## src/rtl/ifetch_align.sv

```systemverilog
// Instruction fetch aligner: turns halfword-aligned PC requests into 32-bit icache
// word fetches. Define IFETCH_RVC_EN for 16-bit instructions and the upper-half holding buffer.
module ifetch_align #(
    parameter int GAP_CYCLES = 1
) (
    input  logic        clk,
    input  logic        resetn,
    input  logic        cpu_valid,
    input  logic [31:0] cpu_pc,
    output logic        cpu_ready,
    output logic [31:0] cpu_insn,
    output logic        cpu_compressed,
    output logic        cache_valid,
    output logic [31:0] cache_addr,
    input  logic        cache_ready,
    input  logic [31:0] cache_rdata
);

    typedef enum logic [2:0] {IDLE, FETCH_LO, GAP, FETCH_HI, RESP} state_t;

    state_t      state, state_d;
    logic        cv_d, rdy_d, cmp_d;
    logic [31:0] ca_d, insn_d;
    logic [2:0]  gap_cnt, gap_d;
    logic        abort_q, abort_d;
    logic        pend, pend_d;
    logic [15:0] lo_half, lo_d;
    logic        ack, rearm_ok, dropped;
    logic        unused_pc;

    assign ack       = cache_valid & cache_ready;
    // Counts down the icache rearm window that follows each accepted response.
    assign rearm_ok  = (gap_cnt <= 3'd1);
    assign dropped   = abort_q | ~cpu_valid;
    assign gap_d     = ack ? 3'(GAP_CYCLES) : ((gap_cnt != 3'd0) ? gap_cnt - 3'd1 : 3'd0);
    assign unused_pc = ^cpu_pc[1:0];

`ifdef IFETCH_RVC_EN
    logic        pc_hi, pc_hi_d;
    logic [15:0] buf_half, bh_d;
    logic [29:0] buf_tag, bt_d;
    logic        buf_vld, bv_d;
    logic [15:0] half;

    assign half = pc_hi ? cache_rdata[31:16] : cache_rdata[15:0];

    always_ff @(posedge clk or negedge resetn) begin
        if (!resetn) begin
            pc_hi    <= 1'b0;
            buf_half <= '0;
            buf_tag  <= '0;
            buf_vld  <= 1'b0;
        end else begin
            pc_hi    <= pc_hi_d;
            buf_half <= bh_d;
            buf_tag  <= bt_d;
            buf_vld  <= bv_d;
        end
    end
`endif

    always_ff @(posedge clk or negedge resetn) begin
        if (!resetn) begin
            state          <= IDLE;
            cache_valid    <= 1'b0;
            cache_addr     <= '0;
            cpu_ready      <= 1'b0;
            cpu_insn       <= '0;
            cpu_compressed <= 1'b0;
            gap_cnt        <= '0;
            abort_q        <= 1'b0;
            pend           <= 1'b0;
            lo_half        <= '0;
        end else begin
            state          <= state_d;
            cache_valid    <= cv_d;
            cache_addr     <= ca_d;
            cpu_ready      <= rdy_d;
            cpu_insn       <= insn_d;
            cpu_compressed <= cmp_d;
            gap_cnt        <= gap_d;
            abort_q        <= abort_d;
            pend           <= pend_d;
            lo_half        <= lo_d;
        end
    end

    always_comb begin
        state_d = state;
        cv_d    = cache_valid;
        ca_d    = cache_addr;
        rdy_d   = 1'b0;
        insn_d  = cpu_insn;
        cmp_d   = cpu_compressed;
        abort_d = abort_q;
        pend_d  = pend;
        lo_d    = lo_half;
`ifdef IFETCH_RVC_EN
        pc_hi_d = pc_hi;
        bh_d    = buf_half;
        bt_d    = buf_tag;
        bv_d    = buf_vld;
`endif
        if (ack) begin
            cv_d = 1'b0;
`ifdef IFETCH_RVC_EN
            bh_d = cache_rdata[31:16];
            bt_d = cache_addr[31:2];
            bv_d = 1'b1;
`endif
        end

        case (state)
            IDLE: begin
                if (cpu_valid) begin
                    abort_d = 1'b0;
                    pend_d  = 1'b0;
                    ca_d    = {cpu_pc[31:2], 2'b00};
                    cv_d    = rearm_ok;
                    state_d = FETCH_LO;
`ifdef IFETCH_RVC_EN
                    pc_hi_d = cpu_pc[1];
                    if (cpu_pc[1] && buf_vld && buf_tag == cpu_pc[31:2]) begin
                        lo_d = buf_half;
                        cv_d = 1'b0;
                        if (buf_half[1:0] != 2'b11) begin
                            // Extra RESP cycle with cpu_ready low gives the 2-cycle hit latency.
                            insn_d  = {16'h0, buf_half};
                            cmp_d   = 1'b1;
                            pend_d  = 1'b1;
                            state_d = RESP;
                        end else begin
                            ca_d    = {cpu_pc[31:2] + 30'd1, 2'b00};
                            cv_d    = rearm_ok;
                            state_d = rearm_ok ? FETCH_HI : GAP;
                        end
                    end
`endif
                end
            end
            FETCH_LO, FETCH_HI: begin
                if (!cpu_valid) abort_d = 1'b1;
                if (!cache_valid) begin
                    if (dropped)       state_d = IDLE;
                    else if (rearm_ok) cv_d    = 1'b1;
                end else if (cache_ready) begin
                    if (dropped) begin
                        state_d = IDLE;
                    end else if (state == FETCH_HI) begin
                        insn_d  = {cache_rdata[15:0], lo_half};
                        cmp_d   = 1'b0;
                        rdy_d   = 1'b1;
                        state_d = RESP;
                    end else begin
`ifdef IFETCH_RVC_EN
                        lo_d = half;
                        if (half[1:0] != 2'b11) begin
                            insn_d  = {16'h0, half};
                            cmp_d   = 1'b1;
                            rdy_d   = 1'b1;
                            state_d = RESP;
                        end else if (!pc_hi) begin
                            insn_d  = cache_rdata;
                            cmp_d   = 1'b0;
                            rdy_d   = 1'b1;
                            state_d = RESP;
                        end else begin
                            ca_d    = {cache_addr[31:2] + 30'd1, 2'b00};
                            state_d = GAP;
                        end
`else
                        insn_d  = cache_rdata;
                        cmp_d   = 1'b0;
                        rdy_d   = 1'b1;
                        state_d = RESP;
`endif
                    end
                end
            end
            GAP: begin
                if (dropped) begin
                    state_d = IDLE;
                end else if (rearm_ok) begin
                    cv_d    = 1'b1;
                    state_d = FETCH_HI;
                end
            end
            RESP: begin
                if (pend) begin
                    rdy_d  = 1'b1;
                    pend_d = 1'b0;
                end else begin
                    state_d = IDLE;
                end
            end
            default: state_d = IDLE;
        endcase
    end

endmodule
```

## config.mk

```make
export PLATFORM = sky130hd
export DESIGN_NAME = ifetch_align
export DESIGN_NICKNAME = d
export VERILOG_FILES = /design/src/rtl/ifetch_align.sv
export SDC_FILE = /design/constraint.sdc
export NUM_CORES = 1
export LEC_CHECK = 0
export ABC_AREA = 1
export CORE_ASPECT_RATIO = 1.25
export CORE_MARGIN = 3
export CORE_UTILIZATION = 45
export CTS_CLUSTER_SIZE = 20
export DETAILED_ROUTE_END_ITERATION = 16
export PLACE_DENSITY_LB_ADDON = 0.25
export SYNTH_ARGS = -nofsm -noshare
export SYNTH_HDL_FRONTEND = slang
export SYNTH_SLANG_ARGS = --single-unit
```

## constraint.sdc

```tcl
create_clock -name clk -period 1.9 [get_ports clk]
set_clock_uncertainty 0.05 [all_clocks]
set_input_delay 0.285 -clock clk [delete_from_list [all_inputs] [get_ports clk]]
set_output_delay 0.285 -clock clk [all_outputs]
set_load 0.005 [all_outputs]
```

# After elaboration in Yosys (flattened, before gate mapping)
# Cells that the tools add are included.
dict set report op_classes {
  n_lt_le_gt_ge 1
  add_sub_neg 1
  n_bitwise 4
  n_eq_ne 10
  reduce_logical 10
  mux 27
}
# cell count
set op_table {}
lappend op_table {{32-bit 2-to-1 mux} 1}
lappend op_table {{3-bit 2-to-1 mux} 10}
lappend op_table {{3-bit case mux with 4 select lines} 1}
lappend op_table {{1-bit 2-to-1 mux} 11}
lappend op_table {{3-bit inequality test (second input constant)} 3}
lappend op_table {{3-bit by 2-bit == test with 1-bit output (second input constant)} 2}
lappend op_table {{2-bit inequality test (second input constant)} 3}
lappend op_table {{1-bit case mux with 2 select lines} 3}
lappend op_table {{5-bit AND reduction} 1}
lappend op_table {{2-bit AND reduction} 2}
lappend op_table {{4-bit AND reduction} 1}
lappend op_table {{2-bit nonzero test} 2}
lappend op_table {{3-bit by 1-bit == test with 1-bit output (second input constant)} 1}
lappend op_table {{3-bit == test (second input constant)} 1}
lappend op_table {{3-bit by 1-bit less-or-equal comparator with 1-bit output (second input constant)} 1}
lappend op_table {{3-bit logical NOT} 1}
lappend op_table {{1-bit case mux with 3 select lines} 1}
lappend op_table {{3-bit AND reduction} 1}
lappend op_table {{3-bit nonzero test} 1}
lappend op_table {{3-bit by 1-bit subtractor with 3-bit output (second input constant)} 1}
lappend op_table {{1-bit inverter} 2}
lappend op_table {{2-bit OR reduction} 1}
lappend op_table {{1-bit AND} 1}
lappend op_table {{1-bit OR} 1}
dict set report word_totals {
  reg_bits 72
  out_inout_bits 67
}

# Depth between registers and ports, before layout
# Gate-level depths: netlist of the first run.
dict set report logic_depth {
  depth_word 6
  depth_mapped 8
  ltp_nobuf 7
}

# Least setup slack after synthesis of the first run
# Ideal clock, no wire load.
dict set report synth_timing {
  path_kind {flip-flop to flip-flop}
  start {register state[0]}
  end {register cache_addr[10]}
  slack_ns 0.634
  arrival_time_ns 1.100
  required_ns 1.734
  path_stages_with_launch 8
  period_less_slack_ns 1.266
  setup_time_ns 0.116
  cell_sequence {dfrtp_1 nor2_1 inv_1 nor2_1 nand2_1 buf_2 nand2_1 nand2_1}
}
dict set report synth_via {
  elab_chain_len 2
}
# element line_no
set synth_rtl {}
lappend synth_rtl {{start, declared} 21} ;# state_t state, state_d;
lappend synth_rtl {{start signal, assigned} 75} ;# state <= state_d;
lappend synth_rtl {{3-bit logical NOT} 113} ;# case (state)
lappend synth_rtl {{2-bit AND reduction (no source line)} --}
lappend synth_rtl {{end signal, assigned} 66} ;# cache_addr <= '0;
lappend synth_rtl {{end signal, assigned} 77} ;# cache_addr <= ca_d;
lappend synth_rtl {{end, declared} 14} ;# output logic [31:0] cache_addr,
# No other way between the ends.
# A chain may end at the register's enable or synchronous reset.

# Worst setup path after layout of the first run
dict set report layout_timing {
  start {register state[0]}
  end {register cache_addr[20]}
}
# Same word-level chain as after synthesis.

==> results of run 1 <==
-- worst max-delay path by stage --
stage,from,to,slack [ns],cells past startpoint
finish,state[0],cache_addr[20],0.28,7
global route,state[0],cache_addr[13],0.11,7
CTS,cache_valid,cache_valid,0.25,1
detailed placement,cpu_valid,cpu_insn[17],0.11,7
global placement,cpu_valid,cpu_insn[20],0.12,7
floorplan,state[0],cache_addr[10],0.63,7
-- worst reg2reg max path, stage by stage, from the launching register on --
cell and delay, ns:
dfrtp_1 0.42, nor2_1 0.19, inv_1 0.08, nor2_1 0.12
nand2_1 0.10, inv_2 0.39, nand2_1 0.12, nand2_1 0.09
-- synthesized netlist by cell type --
cell / instances / share of area
nand2_1: 211 / 0.26
buf_6: 3 / 0.011
nor2_4: 1 / 0.0036
inv_1: 23 / 0.028
nand4_1: 3 / 0.0061
nor2_1: 10 / 0.012
a21oi_1: 2 / 0.0032
inv_2: 3 / 0.0036
o21ai_0: 35 / 0.057
conb_1: 1 / 0.0012
buf_4: 8 / 0.019
buf_2: 6 / 0.0097
nand3b_1: 1 / 0.0024
dfrtp_1: 71 / 0.57
nand3_1: 2 / 0.0032
clkbuf_1: 3 / 0.0036
nand4_4: 1 / 0.0069
-- cells by family (layout without fill, tap and decap cells) --
kind of cell           count (synthesis)  after routing
AO/OA/AOI/OAI                         37             37
buffers and inverters                 46            177
flip-flops                            71             71
other                                  1              3
AND/OR/NAND/NOR                      229            229
-- metrics by stage --
stage	instance area, um2	hold slack [ns]	power [W]
finish	4720	0.431	0.00682
global route	4720	0.438	0.00732
CTS	4720	0.419	0.00691
detailed placement	4430	0.294	0.00524
global placement	4430	0.285	0.00516
floorplan	3100	-0.0606	0.00354
-- placed cells by master (no fill, tap or decap), drive strengths merged --
| cell type | Yosys | routed |
|---|---|---|
| buf | 17 | 6 |
| nand2 | 211 | 211 |
| nand3 | 2 | 2 |
| dlygate4sd3 | 0 | 1 |
| bufinv | 0 | 4 |
| a21oi | 2 | 2 |
| nand4 | 4 | 4 |
| conb | 1 | 3 |
| clkdlybuf4s50 | 0 | 128 |
| dfrtp | 71 | 71 |
| inv | 26 | 26 |
| nand3b | 1 | 1 |
| clkinvlp | 0 | 1 |
| clkbuf | 3 | 11 |
| nor2 | 11 | 11 |
| o21ai | 35 | 35 |
-- power breakdown --
part	internal, W	total [W]	switching (W)
sequential	0.00220	0.00258	0.000388
combinational	0.00158	0.00261	0.00104
clock	0.00108	0.00162	0.000548
-- per-layer routing --
metal	wire length, um	share of wire
met5	0	0
met4	125	0.017
met3	706	0.098
met2	3360	0.46
met1	3040	0.42
-- area by class of cell --
class,count,area [um2]
Fill cell,518,1890
Sequential cell,71,1780
Timing Repair Buffer,135,1360
Multi-Input combinational cell,269,1090
Clock buffer,11,151
Clock inverter,5,128
Tap cell,87,109
Inverter,26,97.6
-- sequential cells by signal, indices dropped and copies added (netlist names) --
signal and cells:
abort_q 1, cache_addr 30, state 3, gap_cnt 3, cache_valid 1, cpu_insn 32, cpu_ready 1
-- what timing repair did --
action | CTS | global route
hold endpoints to repair | 71 | 0
hold buffers | 1 | 0
endpoints found under the setup margin | 0 | 0
==> flow_summary.json, run 1 <==
{
  "status": "complete, no violations",
  "setup_violations": 0,
  "grt_remaining_overflow": 0,
  "grt_pass1_wl_um": 12100,
  "cp.buffers_inverters": 2,
  "hold_end": "cpu_insn[28]",
  "synth_warnings": 0,
  "synth-xor-area-share": 0,
  "clk_pin_slew_ns": 0.08,
  "drc": 0,
  "slowest_delay_ns": 0.42,
  "worstHoldStart": "cpu_insn[28]",
  "cp_slowest_cell": "dfrtp_1",
  "final_layout_size_suffix_gt1_frac": 0.0522,
  "start_util": 0.469,
  "vias_per_cell": 4.61,
  "numCtsBuffers": 9,
  "fp.dieW_um": 80.2,
  "yosys_register_bits": 71,
  "yosys.area_share.simple": 0.290,
  "synth_fa_ha_area_frac": 0,
  "grt_util_met3": 0.0658,
  "use_met1": 0.222,
  "setup_tns_ns": 0,
  "path_max_fanout": 30,
  "r2r_cells": 7,
  "worst_slack_ns": 0.278,
  "total_leakage_power_nw": 2.41,
  "core_area_um2": 6610,
  "dpl.hpwl_um": 5130,
  "synth_compound_area_frac": 0.0598,
  "cpMostUsedCell": "nand2_1",
  "stdcell_count": 604,
  "critPathTopFamily": "simple AND/OR/NAND/NOR gates",
  "power_density_nw_per_um2": 1450,
  "die_h_um": 98.7,
  "path_class": "reg2reg",
  "final_antenna_net_count": 0,
  "htree_num_levels": 3,
  "hold_viol_final": 0,
  "fin_crit_ns": 1.62,
  "dr.first_iter.drc_count": 58,
  "nets": 580,
  "syn_area_um2": 3100,
  "cts_root_buf": "clkbuf_8",
  "hold_path_depth": 2,
  "start_kind": "flop",
  "maxSlewHeadroom": 0.666,
  "netlist_instances": 384,
  "cts_tree": "done",
  "r2r-end": "cache_addr[20]",
  "finalCritPeriodShare": 0.854,
  "post_drt_wl_per_cell_um": 12.0,
  "diodes": 0,
  "use_met2": 0.325,
  "fmax_mhz": 616,
  "pre_cts_slack_ns": 0.105,
  "drv_cap": 0,
  "wl_um": 7240,
  "clock_path_buffers": 2,
  "path_cells": "nor2_1 -> inv_1 -> nor2_1 -> nand2_1 -> inv_2 -> nand2_1 -> nand2_1",
  "place_inst": 587,
  "rsz0062_at_grt": "false",
  "antenna_found_initial": 0,
  "endpoint_kind": "flop",
  "arrival_ns": 1.84,
  "dr.pass1.iters": 4,
  "grt_pass1_vias": 2742,
  "area_growth_pct": 52.3,
  "synth_top_family_by_area": "simple AND/OR/NAND/NOR gates",
  "clock_latency_ns": 0.33,
  "cts_resized": 0,
  "hp-class": "reg2reg",
  "avgSynthCellArea_um2": 8.06,
  "die_area_um2": 7920,
  "maxSlewViolCount": 0,
  "grt_usage": 0.193,
  "grt_max_degree": 72,
  "ir_worst_vdd_uv": 694,
  "synth_mux_area_frac": 0,
  "std_cell_rows": 33,
  "vias": 2786,
  "ys_types": 17,
  "grt.busiest_layer": "met2",
  "io_buffers": 129,
  "critPathRequiredTime_ns": 2.11,
  "r2r_start": "state[0]",
  "tightest_slew_ns": 0.500,
  "finish.utilization": 0.714,
  "cts_setup_buffers": 0,
  "pin_count": 135,
  "cts.sinks": 71,
  "gp_congestion": 0.836,
  "ys_seq_area_frac": 0.574,
  "r2r_slack_ns": 0.28
}
Power figures use the tool's default switching activity.
==> inputs of run 2 (changes only) <==
- CORE_UTILIZATION: 45 -> 47
- CTS_BUF_LIST: not set -> sky130_fd_sc_hd__clkbuf_2
- MAX_ROUTING_LAYER: not set -> met4
==> flow_summary.json, run 2 (synthesis gave the netlist of run 1 again) <==
{
  "slowest_delay_ns": 0.51,
  "drc": 0,
  "cp_slowest_cell": "clkdlybuf4s50_1",
  "setup_tns_ns": 0,
  "clock_latency_ns": 0.45,
  "grt_remaining_overflow": 0,
  "dr.pass1.iters": 4,
  "clk_pin_slew_ns": 0.20,
  "r2r_slack_ns": 0.25,
  "grt_usage": 0.208,
  "io_buffers": 129,
  "cp.buffers_inverters": 1,
  "whs_ns": 0.276,
  "htree_num_levels": 3,
  "r2r_start": "state[0]",
  "total_leakage_power_nw": 2.37,
  "std_cell_rows": 32,
  "die_area_um2": 7600,
  "r2r-end": "cache_addr[24]",
  "start_kind": "flop",
  "area_growth_pct": 48.7,
  "antenna_found_initial": 0,
  "layout_commonest_cell": "nand2_1",
  "clock_path_buffers": 2,
  "hold_viol_final": 0,
  "p_total_w": 0.00628,
  "fin_crit_ns": 1.75,
  "fillers": 472,
  "grt_pass1_vias": 2748,
  "vias_per_cell": 4.63,
  "maxSlewViolCount": 0,
  "numCtsBuffers": 9,
  "fmax_mhz": 571,
  "core_area_um2": 6290,
  "reg_top3": "cpu_insn: 32 flops, cache_addr: 30 flops",
  "largest_register_ffs": 32,
  "vias": 2803,
  "pin_count": 135,
  "drv_cap": 0,
  "final_antenna_net_count": 0,
  "fp.dieW_um": 78.6,
  "grt_max_degree": 72,
  "post_drt_wl_per_cell_um": 12.1,
  "regMostFlops": "cpu_insn",
  "cp.depth": 1,
  "gp_congestion": 0.854,
  "critPathRequiredTime_ns": 1.56,
  "layout_common_cells": "nand2_1 (211), clkdlybuf4s50_1 (128), dfrtp_1 (70)",
  "status": "complete, no violations",
  "die_h_um": 96.8,
  "path_cells": "clkdlybuf4s50_1",
  "path_class": "reg2out",
  "power_density_nw_per_um2": 1360,
  "cts_root_buf": "clkbuf_2",
  "r2r_cells": 7,
  "ir_worst_vdd_uv": 704,
  "critPathCapture": "cache_valid",
  "setup_violations": 0,
  "finalCritPeriodShare": 0.921,
  "rsz0062_at_grt": "false",
  "path_max_fanout": 4,
  "critical_path.startpoint": "cache_valid",
  "start_util": 0.493,
  "critPathTopFamily": "buffers and inverters",
  "dr.first_iter.drc_count": 105,
  "cts_setup_buffers": 0,
  "nets": 583,
  "wl_um": 7340,
  "hp-class": "in2reg",
  "cts.sinks": 71,
  "final_layout_size_suffix_gt1_frac": 0.0577,
  "grt_pass1_wl_um": 12500,
  "cts_tree": "done",
  "arrival_ns": 1.42,
  "finish.utilization": 0.732,
  "diodes": 0,
  "dpl.hpwl_um": 5270,
  "endpoint_kind": "output port"
}
run 2: changes by cell type in the layout (fill, tap and decap cells not counted), sizes merged:
cell / previous run / this run
clkinvlp: 1 / 2
buf: 6 / 9
clkbuf: 11 / 10
bufinv: 4 / 3
clkinv: 0 / 1
run 2: worst min path at each step:
stage	from	endpoint	slack, ns	depth (start not counted)
detailed placement	resetn	cache_addr[5]	0.29	2
global placement	resetn	cache_addr[5]	0.29	2
CTS	cpu_pc[21]	cache_addr[21]	0.24	3
floorplan	resetn	abort_q	-0.06	0
finish	cpu_pc[21]	cache_addr[21]	0.28	3
global route	cpu_pc[14]	cache_addr[14]	0.21	3
run 2: through the flow:
stage	worst slack [ns]	area (um2)	instances
final	0.150	4600	605
after CTS	0.0610	4600	605
after detailed placement	0.145	4430	588
after global routing	0.00949	4600	605
after floorplan	0.634	3100	386
after global placement	0.155	4430	588
run 2: routing by layer:
metal / track usage / wire length, um
met5: - / 0
met4: 0.0458 / 29
met3: 0.0773 / 608
met2: 0.332 / 3480
met1: 0.253 / 3230
run 2: what timing repair did:
action | 4_1_cts | 5_1_grt
endpoints found under the hold margin | 71 | 0
setup endpoints to repair | 0 | 1
resized for setup | 0 | 1
hold buffers | 1 | 0
run 2: layout make-up:
class                           instances  area, um2  area share
Multi-Input combinational cell        269       1090       0.238
Tap cell                               85        106      0.0231
Clock buffer                           10       50.0      0.0109
Timing Repair Buffer                  138       1370       0.297
Inverter                               26       97.6      0.0212
Clock inverter                          6        109      0.0236
Sequential cell                        71       1780       0.386
run 2: power by group:
part           internal (W)  leakage [nW]  switching, W
Clock              0.000568        0.0858      0.000516
Combinational       0.00158          1.39       0.00105
Sequential          0.00219         0.895      0.000384
Total               0.00433          2.37       0.00195
